`src/rtl/bitbakery_serial_pkg.sv`:
```
// Shared constants and state encodings for the BitBakery serial game link.
// Latency: n/a (declarations only).
// Backpressure: n/a; the packet FSM encoding is also decoded by the transmitter side via db_estado.
package bitbakery_serial_pkg;

  localparam logic [7:0] HEADER_BYTE  = 8'hFF;
  localparam logic [7:0] TRAILER_BYTE = 8'hFF;
  localparam int         PAYLOAD_LEN  = 11;

  // Packet FSM encoding, visible on db_estado.
  typedef enum logic [3:0] {
    ESPERA_HDR = 4'd0,
    PAYLOAD    = 4'd1,
    ESPERA_TRL = 4'd2
  } pkt_state_t;

  // Byte receiver FSM encoding.
  typedef enum logic [2:0] {
    RX_IDLE   = 3'd0,
    RX_START  = 3'd1,
    RX_DATA   = 3'd2,
    RX_PARITY = 3'd3,
    RX_STOP   = 3'd4
  } rx_state_t;

endpackage

```
`src/rtl/rx_serial_8E1.sv`:
```
// 8E1 byte receiver: 2-flop synchronizer, mid-bit sampling, parity and stop check.
// Latency: strobe 1 cycle after the stop-bit sample (line to sampler adds 2 cycles).
// Backpressure: none; strobes are single-cycle and must be consumed when they fire.
module rx_serial_8E1 import bitbakery_serial_pkg::*; #(
  parameter int CLKS_PER_BIT = 434
) (
  input  logic       clock,
  input  logic       reset,
  input  logic       entrada_serial,
  output logic [7:0] dados_ascii,
  output logic       byte_ok,
  output logic       byte_par_err,
  output logic       byte_frm_err,
  output logic       rx_idle
);

  localparam int            CW        = $clog2(CLKS_PER_BIT);
  localparam logic [CW-1:0] BIT_LAST  = CW'(CLKS_PER_BIT - 1);
  localparam logic [CW-1:0] HALF_LAST = CW'(CLKS_PER_BIT / 2 - 1);

  logic [1:0]    sync;
  logic [1:0]    sync_vld;
  logic          line;
  logic          armed;
  rx_state_t     state, state_nxt;
  logic [CW-1:0] cnt;
  logic [2:0]    bit_idx;
  logic [7:0]    shreg;
  logic          par_bit;
  logic          tick, half_tick, par_ok;
  logic          ok_nxt, par_nxt, frm_nxt;

  assign line      = sync[1];
  assign tick      = (cnt == BIT_LAST);
  assign half_tick = (cnt == HALF_LAST);
  assign par_ok    = ~(^shreg ^ par_bit);
  assign rx_idle   = (state == RX_IDLE);

  // Synchronizer; sync_vld marks when sync[1] holds a real sample rather than its reset value,
  // so a line held low through reset is not mistaken for a falling edge.
  always_ff @(posedge clock or negedge reset) begin
    if (!reset) begin
      sync     <= 2'b11;
      sync_vld <= 2'b00;
    end else begin
      sync     <= {sync[0], entrada_serial};
      sync_vld <= {sync_vld[0], 1'b1};
    end
  end

  // Next-state and end-of-frame classification.
  always_comb begin
    state_nxt = state;
    ok_nxt    = 1'b0;
    par_nxt   = 1'b0;
    frm_nxt   = 1'b0;
    case (state)
      RX_IDLE:   if (armed && !line) state_nxt = RX_START;
      RX_START:  if (half_tick) state_nxt = line ? RX_IDLE : RX_DATA;
      RX_DATA:   if (tick && bit_idx == 3'd7) state_nxt = RX_PARITY;
      RX_PARITY: if (tick) state_nxt = RX_STOP;
      RX_STOP: begin
        if (tick) begin
          state_nxt = RX_IDLE;
          ok_nxt    = par_ok && line;
          par_nxt   = !par_ok;
          frm_nxt   = par_ok && !line;
        end
      end
      default:   state_nxt = RX_IDLE;
    endcase
  end

  // State register, bit timing, data shift and registered strobes.
  always_ff @(posedge clock or negedge reset) begin
    if (!reset) begin
      state        <= RX_IDLE;
      armed        <= 1'b0;
      cnt          <= '0;
      bit_idx      <= '0;
      shreg        <= '0;
      par_bit      <= 1'b0;
      dados_ascii  <= '0;
      byte_ok      <= 1'b0;
      byte_par_err <= 1'b0;
      byte_frm_err <= 1'b0;
    end else begin
      state        <= state_nxt;
      byte_ok      <= ok_nxt;
      byte_par_err <= par_nxt;
      byte_frm_err <= frm_nxt;

      // A start needs a fresh falling edge: arm only after seeing a real idle-high line.
      if (state == RX_IDLE) begin
        if (state_nxt == RX_START) armed <= 1'b0;
        else if (line && sync_vld[1]) armed <= 1'b1;
      end

      if (state == RX_IDLE || state_nxt != state || (state == RX_DATA && tick)) cnt <= '0;
      else cnt <= cnt + 1'b1;

      if (state != RX_DATA) bit_idx <= '0;
      else if (tick) bit_idx <= bit_idx + 1'b1;

      if (state == RX_DATA && tick)   shreg   <= {line, shreg[7:1]};
      if (state == RX_PARITY && tick) par_bit <= line;
      if (state == RX_STOP && tick)   dados_ascii <= shreg;
    end
  end

endmodule

```
`src/rtl/bitbakery_serial_rx.sv`:
```
// Game-link receiver: reassembles FF/D0/D1/D2/map[8]/FF packets from 8E1 bytes.
// Latency: outputs and pronto register 1 cycle after the trailer byte strobe.
// Backpressure: none; aborted packets (parity, framing, trailer, idle timeout) are dropped.
module bitbakery_serial_rx import bitbakery_serial_pkg::*; #(
  parameter int CLKS_PER_BIT = 434,
  parameter int TIMEOUT_BITS = 40
) (
  input  logic        clock,
  input  logic        reset,
  input  logic        entrada_serial,
  output logic [7:0]  D0,
  output logic [7:0]  D1,
  output logic [7:0]  D2,
  output logic [63:0] map_obstacles,
  output logic        pronto,
  output logic        erro_paridade,
  output logic        erro_pacote,
  output logic [3:0]  db_estado
);

  localparam int            LIMIT    = TIMEOUT_BITS * CLKS_PER_BIT;
  localparam int            TW       = $clog2(LIMIT + 1);
  localparam logic [TW-1:0] TO_LAST  = TW'(LIMIT - 1);
  localparam logic [3:0]    IDX_LAST = 4'(PAYLOAD_LEN - 1);

  logic [7:0]               dados;
  logic                     byte_ok, byte_par_err, byte_frm_err, rx_idle;
  pkt_state_t               state, state_nxt;
  logic [3:0]               idx;
  logic [PAYLOAD_LEN*8-1:0] shadow;
  logic [TW-1:0]            tcnt;
  logic                     timeout, store, latch;
  logic                     pronto_nxt, par_nxt, pac_nxt;

  rx_serial_8E1 #(.CLKS_PER_BIT(CLKS_PER_BIT)) u_rx (
    .clock          (clock),
    .reset          (reset),
    .entrada_serial (entrada_serial),
    .dados_ascii    (dados),
    .byte_ok        (byte_ok),
    .byte_par_err   (byte_par_err),
    .byte_frm_err   (byte_frm_err),
    .rx_idle        (rx_idle)
  );

  assign timeout   = (state != ESPERA_HDR) && rx_idle && (tcnt == TO_LAST);
  assign db_estado = state;

  // Packet sequencing: header hunt, payload fill, trailer check, aborts.
  always_comb begin
    state_nxt  = state;
    store      = 1'b0;
    latch      = 1'b0;
    pronto_nxt = 1'b0;
    par_nxt    = 1'b0;
    pac_nxt    = 1'b0;
    case (state)
      ESPERA_HDR: begin
        par_nxt = byte_par_err;
        if (byte_ok && dados == HEADER_BYTE) state_nxt = PAYLOAD;
      end
      PAYLOAD, ESPERA_TRL: begin
        if (byte_par_err) begin
          par_nxt   = 1'b1;
          pac_nxt   = 1'b1;
          state_nxt = ESPERA_HDR;
        end else if (byte_frm_err || timeout) begin
          pac_nxt   = 1'b1;
          state_nxt = ESPERA_HDR;
        end else if (byte_ok) begin
          if (state == PAYLOAD) begin
            store = 1'b1;
            if (idx == IDX_LAST) state_nxt = ESPERA_TRL;
          end else if (dados == TRAILER_BYTE) begin
            latch      = 1'b1;
            pronto_nxt = 1'b1;
            state_nxt  = ESPERA_HDR;
          end else begin
            pac_nxt   = 1'b1;
            state_nxt = ESPERA_HDR;
          end
        end
      end
      default: state_nxt = ESPERA_HDR;
    endcase
  end

  // State, shadow fill, idle timeout and registered outputs.
  always_ff @(posedge clock or negedge reset) begin
    if (!reset) begin
      state         <= ESPERA_HDR;
      idx           <= '0;
      shadow        <= '0;
      tcnt          <= '0;
      D0            <= '0;
      D1            <= '0;
      D2            <= '0;
      map_obstacles <= '0;
      pronto        <= 1'b0;
      erro_paridade <= 1'b0;
      erro_pacote   <= 1'b0;
    end else begin
      state         <= state_nxt;
      pronto        <= pronto_nxt;
      erro_paridade <= par_nxt;
      erro_pacote   <= pac_nxt;

      // Shadow is wiped while hunting for a header, so an abort never leaks stale bytes.
      if (state == ESPERA_HDR) begin
        idx    <= '0;
        shadow <= '0;
      end else if (store) begin
        shadow[{idx, 3'b000} +: 8] <= dados;
        idx                        <= idx + 1'b1;
      end

      // Idle timer only advances between bytes of a packet in progress.
      if (state == ESPERA_HDR || byte_ok || byte_par_err || byte_frm_err || timeout) tcnt <= '0;
      else if (rx_idle) tcnt <= tcnt + 1'b1;

      if (latch) {map_obstacles, D2, D1, D0} <= shadow;
    end
  end

endmodule

```
`config.mk`:
```
export PLATFORM = sky130hd
export DESIGN_NAME = bitbakery_serial_rx
export DESIGN_NICKNAME = d
export VERILOG_FILES = /design/src/rtl/bitbakery_serial_pkg.sv /design/src/rtl/rx_serial_8E1.sv /design/src/rtl/bitbakery_serial_rx.sv
export SDC_FILE = /design/constraint.sdc
export NUM_CORES = 1
export LEC_CHECK = 0
export BUFFER_PORTS_ARGS = -buffer_cell sky130_fd_sc_hd__buf_2
export CAP_MARGIN = 20
export CORE_UTILIZATION = 35
export DETAILED_ROUTE_END_ITERATION = 10
export MAX_ROUTING_LAYER = met4
export PLACE_DENSITY_LB_ADDON = 0.1
export SYNTH_ARGS = -nofsm -noshare
export SYNTH_HDL_FRONTEND = slang
export SYNTH_SLANG_ARGS = --single-unit
```
`constraint.sdc`:
```
create_clock -name clock -period 2.6 [get_ports clock]
set_input_delay 0.39 -clock clock [delete_from_list [all_inputs] [get_ports clock]]
set_output_delay 0.39 -clock clock [all_outputs]
set_load 0.005 [all_outputs]
```
==> flow_summary.json <==
{
  "total_leakage_power_nw": 6.11,
  "pre_cts_ws_ns": 0.183,
  "gp_congestion": 0.807,
  "status": "finished, final reports clean",
  "reg2reg_from": "u_rx.state[1]",
  "sequentialPowerShare_pct": 48.7,
  "tightest_slew_ns": 0.871,
  "worstPathCellList": "or3_4 > or4b_4 > o2111ai_4 > nand3b_1 > o21ai_2",
  "clk_pin_slew_ns": 0.06,
  "cts_sinks": 240,
  "finalCritPeriodShare_pct": 90.6,
  "die_h_um": 174,
  "vias_per_cell": 4.84,
  "synth.top_cell.area_share_pct": 57.5,
  "synth-edff-count": 0,
  "period_minus_slack_ns": 2.36,
  "synthArstFlopShare_pct": 100,
  "wl_per_cell_um": 17.3,
  "clock.fmax_mhz": 424,
  "rr_endpoint": "shadow[7]",
  "p_int_w": 0.00621,
  "ys_seq_area_share_pct": 58.0,
  "whs_endpoint": "u_rx.sync_vld[1]",
  "track_usage_pct": 15.9,
  "antenna_cells": 0,
  "ys_types": 70,
  "rsz0062_at_grt": "no",
  "crit_fanout": 16,
  "htreeDepth": 1,
  "worstSetupPathType": "flop to flop",
  "worstHoldStart": "u_rx.sync_vld[0]",
  "r2r_cells": 5,
  "nFillCells": 2739,
  "clk_path_buf_depth": 3,
  "yosys-top-cells-count": "dfrtp_1, mux2_2, nand2b_1",
  "yosysMostFrequentCell": "dfrtp_1",
  "start_util_pct": 35.8,
  "power_frac_comb_pct": 3.4,
  "io_pins": 98,
  "die_area_um2": 30300,
  "reg2reg_slack_ns": 0.24,
  "cp.arrival_ns": 2.80,
  "ir_worst_vdd_mv": 0.430,
  "core-area_um2": 28900,
  "drc": 0,
  "setup_viol": 0,
  "switchingPower_w": 0.00172,
  "setup_tns_ns": 0,
  "fin_worst_skew_ns": 0.0121,
  "slew_headroom_pct": 41.5,
  "grt_max_degree": 92,
  "grt_overflow_total": 0,
  "finalWirelength_um": 22900,
  "synth_area_leader_cell": "dfrtp_1",
  "power.share.clock_pct": 47.9,
  "row_count": 62,
  "hold_depth": 0,
  "dp_hpwl_um": 15300,
  "yosysWarnings": 0,
  "post_cts_buffers": 0,
  "grt_pass1_vias": 6465,
  "ys_top_cells_by_area": "dfrtp_1, mux2_2, mux2i_1, nand2b_1, mux2_1",
  "cts_tree": "yes",
  "hold_viol": 0,
  "ant_nets": 0,
  "worst_path_largest_cell_delay_ns": 0.60,
  "crit_path_start_kind": "flop",
  "finalNetCount": 940,
  "maxCapViolations": 0,
  "synth_cells": 808,
  "cts_made_buffers": 27,
  "required_ns": 3.05,
  "powerDensity_nw_per_um2": 643,
  "antenna_found_initial": 0,
  "final_cells": 1325,
  "layout_setup_ws_ns": 0.244,
  "io_buffers": 95,
  "num_vias": 6412,
  "place_inst": 1276,
  "die_x_um": 174,
  "ys_ff_latch": 240,
  "drive_above_1_share_pct": 30.1,
  "hold_path_class": "flop to flop",
  "slew_viol_final": 0,
  "grt_pass1_wl_um": 37500,
  "cp_slowest_cell": "or4b_4",
  "avgSynthCellArea_um2": 12.8,
  "synth_area_um2": 10400,
  "cp-end-kind": "flop",
  "synth_ff_type": "dfrtp_1",
  "root_buffer": "clkbuf_16",
  "drt-initial-drc-count": 288,
  "drtPass1Iterations": 4,
  "clk_latency_ns": 0.52,
  "swShare_pct": 21.7,
  "area_delta_synth_final_pct": 18.9
}
==> worst max-delay path: cells and delay by family (launching register included) <==
family	cells	cell delay [ns]
AO/OA/AOI/OAI	2	0.57
flip-flops	1	0.48
AND/OR/NAND/NOR	3	1.24
==> layer usage <==
| layer | vias to the layer above | global-route usage (%) | wire [um] |
|---|---|---|---|
| met3 | 24 | 2.47 | 755 |
| met1 | 3245 | 22.3 | 11200 |
| li1 | 3053 | - | - |
| met5 | - | - | 0 |
| met2 | 90 | 24.6 | 10700 |
| met4 | 0 | 3.03 | 282 |
==> how the worst max path moves through the flow <==
stage | startpoint | endpoint
after detailed placement | idx[1] | shadow[61]
after global routing | db_estado[1] | shadow[39]
final | u_rx.state[1] | shadow[7]
after floorplan | idx[0] | shadow[56]
after global placement | idx[1] | shadow[9]
after CTS | idx[1] | shadow[61]
==> state kept, by name (all words and copies together), names as in the netlist, 2 cells and up <==
signal,count
idx,4
u_rx.shreg,8
u_rx.state,3
u_rx.sync,2
D1,8
u_rx.bit_idx,3
u_rx.sync_vld,2
tcnt,15
shadow,88
D0,8
u_rx.cnt,9
D2,8
u_rx.dados_ascii,8
map_obstacles,64
db_estado,2
==> cells in the final DEF, fill, tap and decap left out, types with 21 or more instances in the layout <==
master,n
xnor2_1,22
dfrtp_1,238
nand2_1,39
buf_2,94
buf_4,23
nand3b_1,24
mux2_2,84
nand3_1,21
mux2i_1,42
clkbuf_16,27
nor2_1,44
nand2b_1,50
o21ai_0,25
==> cell families (layout without fill, tap and decap cells) <==
| logic type | count (synthesis) | in the layout | share of synthesized area [%] |
|---|---|---|---|
| mux | 146 | 146 | 15.4 |
| simple gates | 231 | 231 | 13.1 |
| fa+ha+maj | 14 | 14 | 1.69 |
| xor+xnor | 34 | 34 | 2.87 |
| flops | 240 | 240 | 58.0 |
| compound gates | 84 | 84 | 5.89 |
| other cells | 2 | 3 | 0.0724 |
| buf+inv | 57 | 189 | 3.02 |
==> stage by stage <==
stage | cell area (um^2) | total power (W) | hold slack, ns | util (%)
2_1_floorplan | 10400 | 0.00408 | 0.0944 | -
3_3_place_gp | 11400 | 0.00420 | 0.334 | 39.4
3_5_place_dp | 11400 | 0.00420 | 0.336 | 39.4
4_1_cts | 12300 | 0.00805 | 0.349 | 42.5
5_1_grt | 12300 | 0.00825 | 0.360 | 42.6
6_report | 12300 | 0.00792 | 0.349 | 42.6
==> power by group through the flow <==
stage / clock [W] / combinational (W) / sequential [W]
3_3_place_gp: 0 / 0.000276 / 0.00393
2_1_floorplan: 0 / 0.000164 / 0.00391
4_1_cts: 0.00391 / 0.000280 / 0.00386
5_1_grt: 0.00406 / 0.000320 / 0.00387
3_5_place_dp: 0 / 0.000277 / 0.00393
6_report: 0.00380 / 0.000269 / 0.00386
==> final cells by class <==
| cell class | instances | area [um^2] | share of cell area, % |
|---|---|---|---|
| Clock buffer | 39 | 801 | 6.50 |
| Clock inverter | 8 | 92.6 | 0.751 |
| Inverter | 15 | 56.3 | 0.457 |
| Multi-Input combinational cell | 512 | 4070 | 33.0 |
| Sequential cell | 240 | 6010 | 48.7 |
| Tap cell | 384 | 480 | 3.90 |
| Timing Repair Buffer | 127 | 818 | 6.64 |
==> timing repair <==
item / in CTS / in global routing
hold buffers: 2 / 0
endpoints found under the setup margin: 0 / 14
endpoints found under the hold margin: 51 / 0
resized for setup: 0 / 4
Note: power is estimated with default switching activity, not from simulation.
